<file path="config.mk">
export PLATFORM = sky130hd
export DESIGN_NAME = fifo_pong_n
export DESIGN_NICKNAME = d
export VERILOG_FILES = /design/src/rtl/fifo_pong_n.sv
export SDC_FILE = /design/constraint.sdc
export NUM_CORES = 1
export LEC_CHECK = 0
export CORE_UTILIZATION = 43
export CTS_CLUSTER_DIAMETER = 120
export DETAILED_ROUTE_END_ITERATION = 10
export GPL_TIMING_DRIVEN = 0
export SYNTH_ARGS = -nofsm -noshare
export SYNTH_HDL_FRONTEND = slang
export SYNTH_SLANG_ARGS = --single-unit
</file>
<file path="constraint.sdc">
create_clock -name CLK -period 5.2 [get_ports CLK]
set_input_delay 0.78 -clock CLK [delete_from_list [all_inputs] [get_ports CLK]]
set_output_delay 0.78 -clock CLK [all_outputs]
set_load 0.05 [all_outputs]
</file>
<file path="src/rtl/fifo_pong_n.sv">
// fifo_pong_n: DEPTH-entry circular register FIFO with ENA/RDY enq/deq methods
// Ports:
//   CLK, nRST                  clock, async active-low reset
//   in_enq__ENA/_v/__RDY       enqueue request, data, ready
//   out_deq__ENA/__RDY         dequeue request, ready
//   out_first/__RDY            head-of-queue data and its valid
//   flush                      synchronous clear (wins over enq/deq)
//   count                      occupancy 0..DEPTH
//   err                        sticky protocol-violation flag
module fifo_pong_n #(
    parameter int WIDTH = 32,
    parameter int DEPTH = 4,
    parameter int CW    = $clog2(DEPTH + 1)
) (
    input  logic             CLK,
    input  logic             nRST,
    input  logic             in_enq__ENA,
    input  logic [WIDTH-1:0] in_enq_v,
    output logic             in_enq__RDY,
    input  logic             out_deq__ENA,
    output logic             out_deq__RDY,
    output logic [WIDTH-1:0] out_first,
    output logic             out_first__RDY,
    input  logic             flush,
    output logic [CW-1:0]    count,
    output logic             err
);
    localparam int AW = $clog2(DEPTH);
    logic [WIDTH-1:0] mem [DEPTH];
    logic [CW-1:0]    wr_ptr, rd_ptr, wr_nxt, rd_nxt;
    logic             enq_fire, deq_fire, bad;
    assign in_enq__RDY    = count != CW'(DEPTH);
    assign out_deq__RDY   = count != '0;
    assign out_first__RDY = out_deq__RDY;
    assign out_first      = mem[rd_ptr[AW-1:0]];
    assign enq_fire       = in_enq__ENA && in_enq__RDY;
    assign deq_fire       = out_deq__ENA && out_deq__RDY;
    assign wr_nxt         = (wr_ptr == CW'(DEPTH - 1)) ? '0 : wr_ptr + CW'(1);
    assign rd_nxt         = (rd_ptr == CW'(DEPTH - 1)) ? '0 : rd_ptr + CW'(1);
    // A refused request is excused when the opposite side fires in the same
    // cycle (enq on full with a deq, deq on empty with an enq).
    assign bad = (in_enq__ENA && !in_enq__RDY && !deq_fire) ||
                 (out_deq__ENA && !out_deq__RDY && !enq_fire);
    always_ff @(posedge CLK or negedge nRST) begin
        if (!nRST) begin
            for (int i = 0; i < DEPTH; i++) mem[i] <= '0;
        end else if (enq_fire && !flush) begin
            mem[wr_ptr[AW-1:0]] <= in_enq_v;
        end
    end
    always_ff @(posedge CLK or negedge nRST) begin
        if (!nRST) begin
            wr_ptr <= '0;
            rd_ptr <= '0;
            count  <= '0;
            err    <= 1'b0;
        end else if (flush) begin
            wr_ptr <= '0;
            rd_ptr <= '0;
            count  <= '0;
            err    <= 1'b0;
        end else begin
            if (enq_fire) wr_ptr <= wr_nxt;
            if (deq_fire) rd_ptr <= rd_nxt;
            if (enq_fire && !deq_fire) count <= count + CW'(1);
            if (deq_fire && !enq_fire) count <= count - CW'(1);
            if (bad) err <= 1'b1;
        end
    end
endmodule
</file>
### After elaboration in Yosys (flattened, before gate mapping)

Index checks and enable logic that the tools add are counted.
Widths: inputs -> output; s select.

* reduce and logical (&&, ||, !) cells: 21
* bitwise gates (word level): 2
* muxes and demuxes: 17
* eq/ne operators: 3
* add/sub/neg operators: 4
* $lt $le $gt $ge: 3

Operator list (number)
* $bwmux 128: 1
* $mux 32: 3
* $bmux 32 s2: 1
* $demux 32 s2: 1
* $mux 3: 9
* $logic_and 1x1->1: 10
* $add 3x1->3 const B: 3
* $eq 3x2->1 const B: 2
* $ge 3x3->1 const B: 2
* $not 2->3: 2
* $reduce_bool 2->1: 3
* $reduce_bool 3->1: 2
* $logic_not 1->1: 5
* $lt 3x1->1 const B: 1
* $ne 3x3->1 const B: 1
* $sub 3x1->3 const B: 1
* $mux 1: 2
* $logic_or 1x1->1: 1

* register bits after elaboration: 138
* output and inout bits: 39

### Depth between registers and ports, before layout

* word-level depth: 7
* depth in mapped cells: 6

### Worst setup path before layout

OpenSTA, ideal clock, no wires.

* path type: register to output
* from: register count[0]
* to: output out_first__RDY
* cell stages (with the launch flop): 4
* buffers on the path: 2
* setup slack: 2.710 ns
* data arrival time: 1.710 ns
* path through: dfrtp_1 buf_6 or3_2 buf_4

* longest elaborated chain between the ends: 1

RTL lines
* from (decl): line 25 `output logic [CW-1:0] count,`
* from (signal assigned): line 65 `if (enq_fire && !deq_fire) count <= count + CW'(1);`
* from (signal assigned): line 66 `if (deq_fire && !enq_fire) count <= count - CW'(1);`
* $reduce_bool 3->1: line 33 `assign out_deq__RDY = count != '0;`
* to (decl): line 23 `output logic out_first__RDY,`

No other way between the ends.

### Final worst setup path

* from: register rd_ptr[1]
* to: output out_first[13]

* longest elaborated chain between the ends: 4

RTL lines
* from (decl): line 30 `logic [CW-1:0] wr_ptr, rd_ptr, wr_nxt, rd_nxt;`
* from (signal assigned): line 64 `if (deq_fire) rd_ptr <= rd_nxt;`
* $not 2->3 (not written as such): line 35 `assign out_first = mem[rd_ptr[AW-1:0]];`
* $bmux 32 s2: line 35
* $mux 32 (not written as such) (2 in a row): line 35
* to (decl): line 22 `output logic [WIDTH-1:0] out_first,`

No other way between the ends. The select of a mux whose other input is x is not followed.

==> reports/metrics.yaml <==
swShare_pct: 32.4
status: "finished clean"
top_layer: "met4"
setup_slack_ns: 1.56
synthFlopType: "dfrtp_1"
drive_above_1_share_pct: 45.4
finalSetupTns_ns: 0
cts_root_buffer: "clkbuf_16"
internal-power_uw: 3260
layout_min_cycle_time_ns: 3.64
seq_area_frac_synth_pct: 50.1
path_class: "flop to output pin"
power_density_nw_per_um2: 565
synth_edf_count: 0
cts_tree: "done"
detail-route-antenna-nets: 0
grt_use_total_pct: 18.6
cp-start-kind: "flop"
num_antenna_cells: 0
vdd.ir_drop.worst_v: 0.000326
die_y_um: 129
rsz0062_at_grt: "no"
cp_common_cell: "clkbuf_1"
postSynthAreaPerCell_sq_um: 17.7
synth_seq_cells: 138
pwr-share-comb_pct: 38.6
tightest_slew_ns: 0.772
syn2layout_area_growth_pct: 24.1
power_switching_uw: 1570
seqPwrFrac_pct: 34.7
final-setup-viol-count: 0
met3_length_um: 568
cp.arrival_ns: 2.86
hold_viol: 0
overflow: 0
die_x_um: 129
firstDrtPassIters: 4
dp_hpwl_mm: 8.62
path_buf_inv: 3
clk_pin_slew_worst_paths_ns: 0.06
cts_hold_buf: 0
cts_buffer_depth: 2
cellLeakagePower_uw: 0.00404
crit_family: "buffers and inverters"
relSlewSlack_pct: 48.6
via_per_inst: 5.14
die_area_sq_um: 16500
cts_sinks: 138
fp-row-count: 45
min_period_over_period_pct: 70.0
syn-num-nets: 432
drtIter0Drc: 172
critPathRequiredTime_ns: 4.42
clock_power_share_pct: 26.7
antenna_found_initial: 0
worst_clock_skew_ns: 0.00766
final_nets: 526
synth_cell_type_count: 42
cts_resized: 0
grt_max_degree: 87
synthArstFlopShare_pct: 100
yosysWarnings: 0
cap_violations: 0
routed-wl-met2_mm: 6.52
syn_inst: 389
wire_per_inst_um: 19.1
htree_levels: 4
synth_area_sq_um: 6890
fmax_mhz: 275
cts_setup_buffers: 0
cp-end-kind: "output pin"
routed_wl_mm: 13.5
grt_pass1_vias: 4114
cts_made_buffers: 17
clock_latency_ns: 0.42
timing.critical_path.slowest_cell_delay_ns: 0.80
crit_path_top_delay_cell: "clkdlybuf4s50_1"
core_sq_um: 15400
cp_cell_sequence: "clkbuf_1 -> clkbuf_1 -> mux4_2 -> clkdlybuf4s50_1"
crit_path_max_fanout: 10
hold_class: "input port to asynchronous set/reset pin"
portBuffers: 74
grt_pass1_wl_mm: 22.9
final_max_slew_viol_count: 0
dpl_worst_slack_ns: 1.99
wl_met1_mm: 6.31
globalplace.congestion: 0.737
initial_utilization_pct: 44.7
route.detailed.drc: 0
io-pin-count: 76
vias: 3631
[cell usage in the layout (no fill, tap or decap), types with 2 or more instances in the layout]
master	instances
dfrtp_1	138
mux2_4	120
clkdlybuf4s50_1	73
mux4_2	32
clkbuf_16	17
buf_12	12
mux2_2	8
clkbuf_1	7
inv_1	7
a21oi_1	7
buf_2	6
ha_1	5
nand3_4	4
o21ai_0	4
bufinv_16	4
buf_4	3
buf_6	3
nor2_1	3
nand2b_1	3
inv_6	3
clkinvlp_4	3
o31ai_1	2
nand3_1	2
nand4_1	2
a311oi_1	2
clkinv_4	2
[Yosys cell counts (2+ instances only)]
master	n	area [sq um]
clkbuf_1	5	18.8
nand3_1	2	10.0
a21oi_1	7	35.0
buf_12	12	240
ha_1	5	62.6
nor2_1	3	11.3
nand4_1	2	12.5
buf_4	3	22.5
o21ai_0	4	20.0
dfrtp_1	138	3450
inv_1	7	26.3
a311oi_1	2	17.5
mux2_4	120	1800
o31ai_1	2	15.0
mux2_2	8	90.1
nand2b_1	3	18.8
buf_6	2	22.5
nand3_4	4	70.1
mux4_2	32	721
buf_2	6	30.0
[cell type report]
cell class | instances | area, sq um
fillers | 1244 | 6880
flip-flops and latches | 138 | 3450
multi-input cells | 215 | 3070
repair buffers | 75 | 769
clock buffers | 19 | 433
plain buffers | 28 | 334
well taps | 211 | 264
clock inverters | 13 | 191
inverters | 8 | 32.5
[power groups by stage]
stage	logic (uW)	clock network [uW]	registers (uW)
after floorplan	1440	0	1630
after global placement	1850	0	1660
after detailed placement	1880	0	1680
after CTS	1880	1320	1680
after global routing	1970	1370	1730
final	1860	1290	1680
[flip-flops by register name (all words and copies together) (netlist names)]
register / count
err: 1
rd_ptr: 3
count: 3
mem: 128
wr_ptr: 3
[metal layers]
layer	up-vias	global-route usage [%]
li1	1623	-
met1	1927	25.3
met2	68	28.7
met3	13	5.32
met4	0	6.23
met5	-	0
[logic make-up (layout without fill, tap and decap cells)]
family / count (synthesis) / count (layout) / share of synthesized area (%)
XOR/XNOR: 1 / 1 / 0.127
flip-flops: 138 / 138 / 50.1
adder cells (fa/ha/maj): 6 / 6 / 1.20
buffers and inverters: 36 / 143 / 5.32
AND/OR/NAND/NOR: 24 / 24 / 3.01
multiplexers: 161 / 161 / 38.1
AO/OA/AOI/OAI: 23 / 23 / 2.18
[metrics by stage]
step                      hold slack, ns  cells  cell area [sq um]  total power, uW  util (%)
final                              0.301    707               8550             4830      55.4
after global routing               0.324    707               8550             5060      55.4
after CTS                          0.314    707               8550             4880      55.4
after detailed placement           0.487    675               7930             3560      51.4
after global placement             0.483    674               7900             3510      51.2
after floorplan                    0.472    389               6890             3080         -
[path summary, 6_finish.rpt]
kind	cells after the start	end	slack [ns]	startpoint
max	4	out_first[13]	1.56	rd_ptr[1]
min	1	mem[101]	0.30	nRST
max reg2reg	6	count[1]	2.80	count[0]
min reg2reg	2	wr_ptr[2]	0.50	wr_ptr[2]
max in group asynchronous	2	mem[94]	4.10	nRST
min in group CLK	2	wr_ptr[2]	0.50	wr_ptr[2]
(Power assumes the default switching activity.)
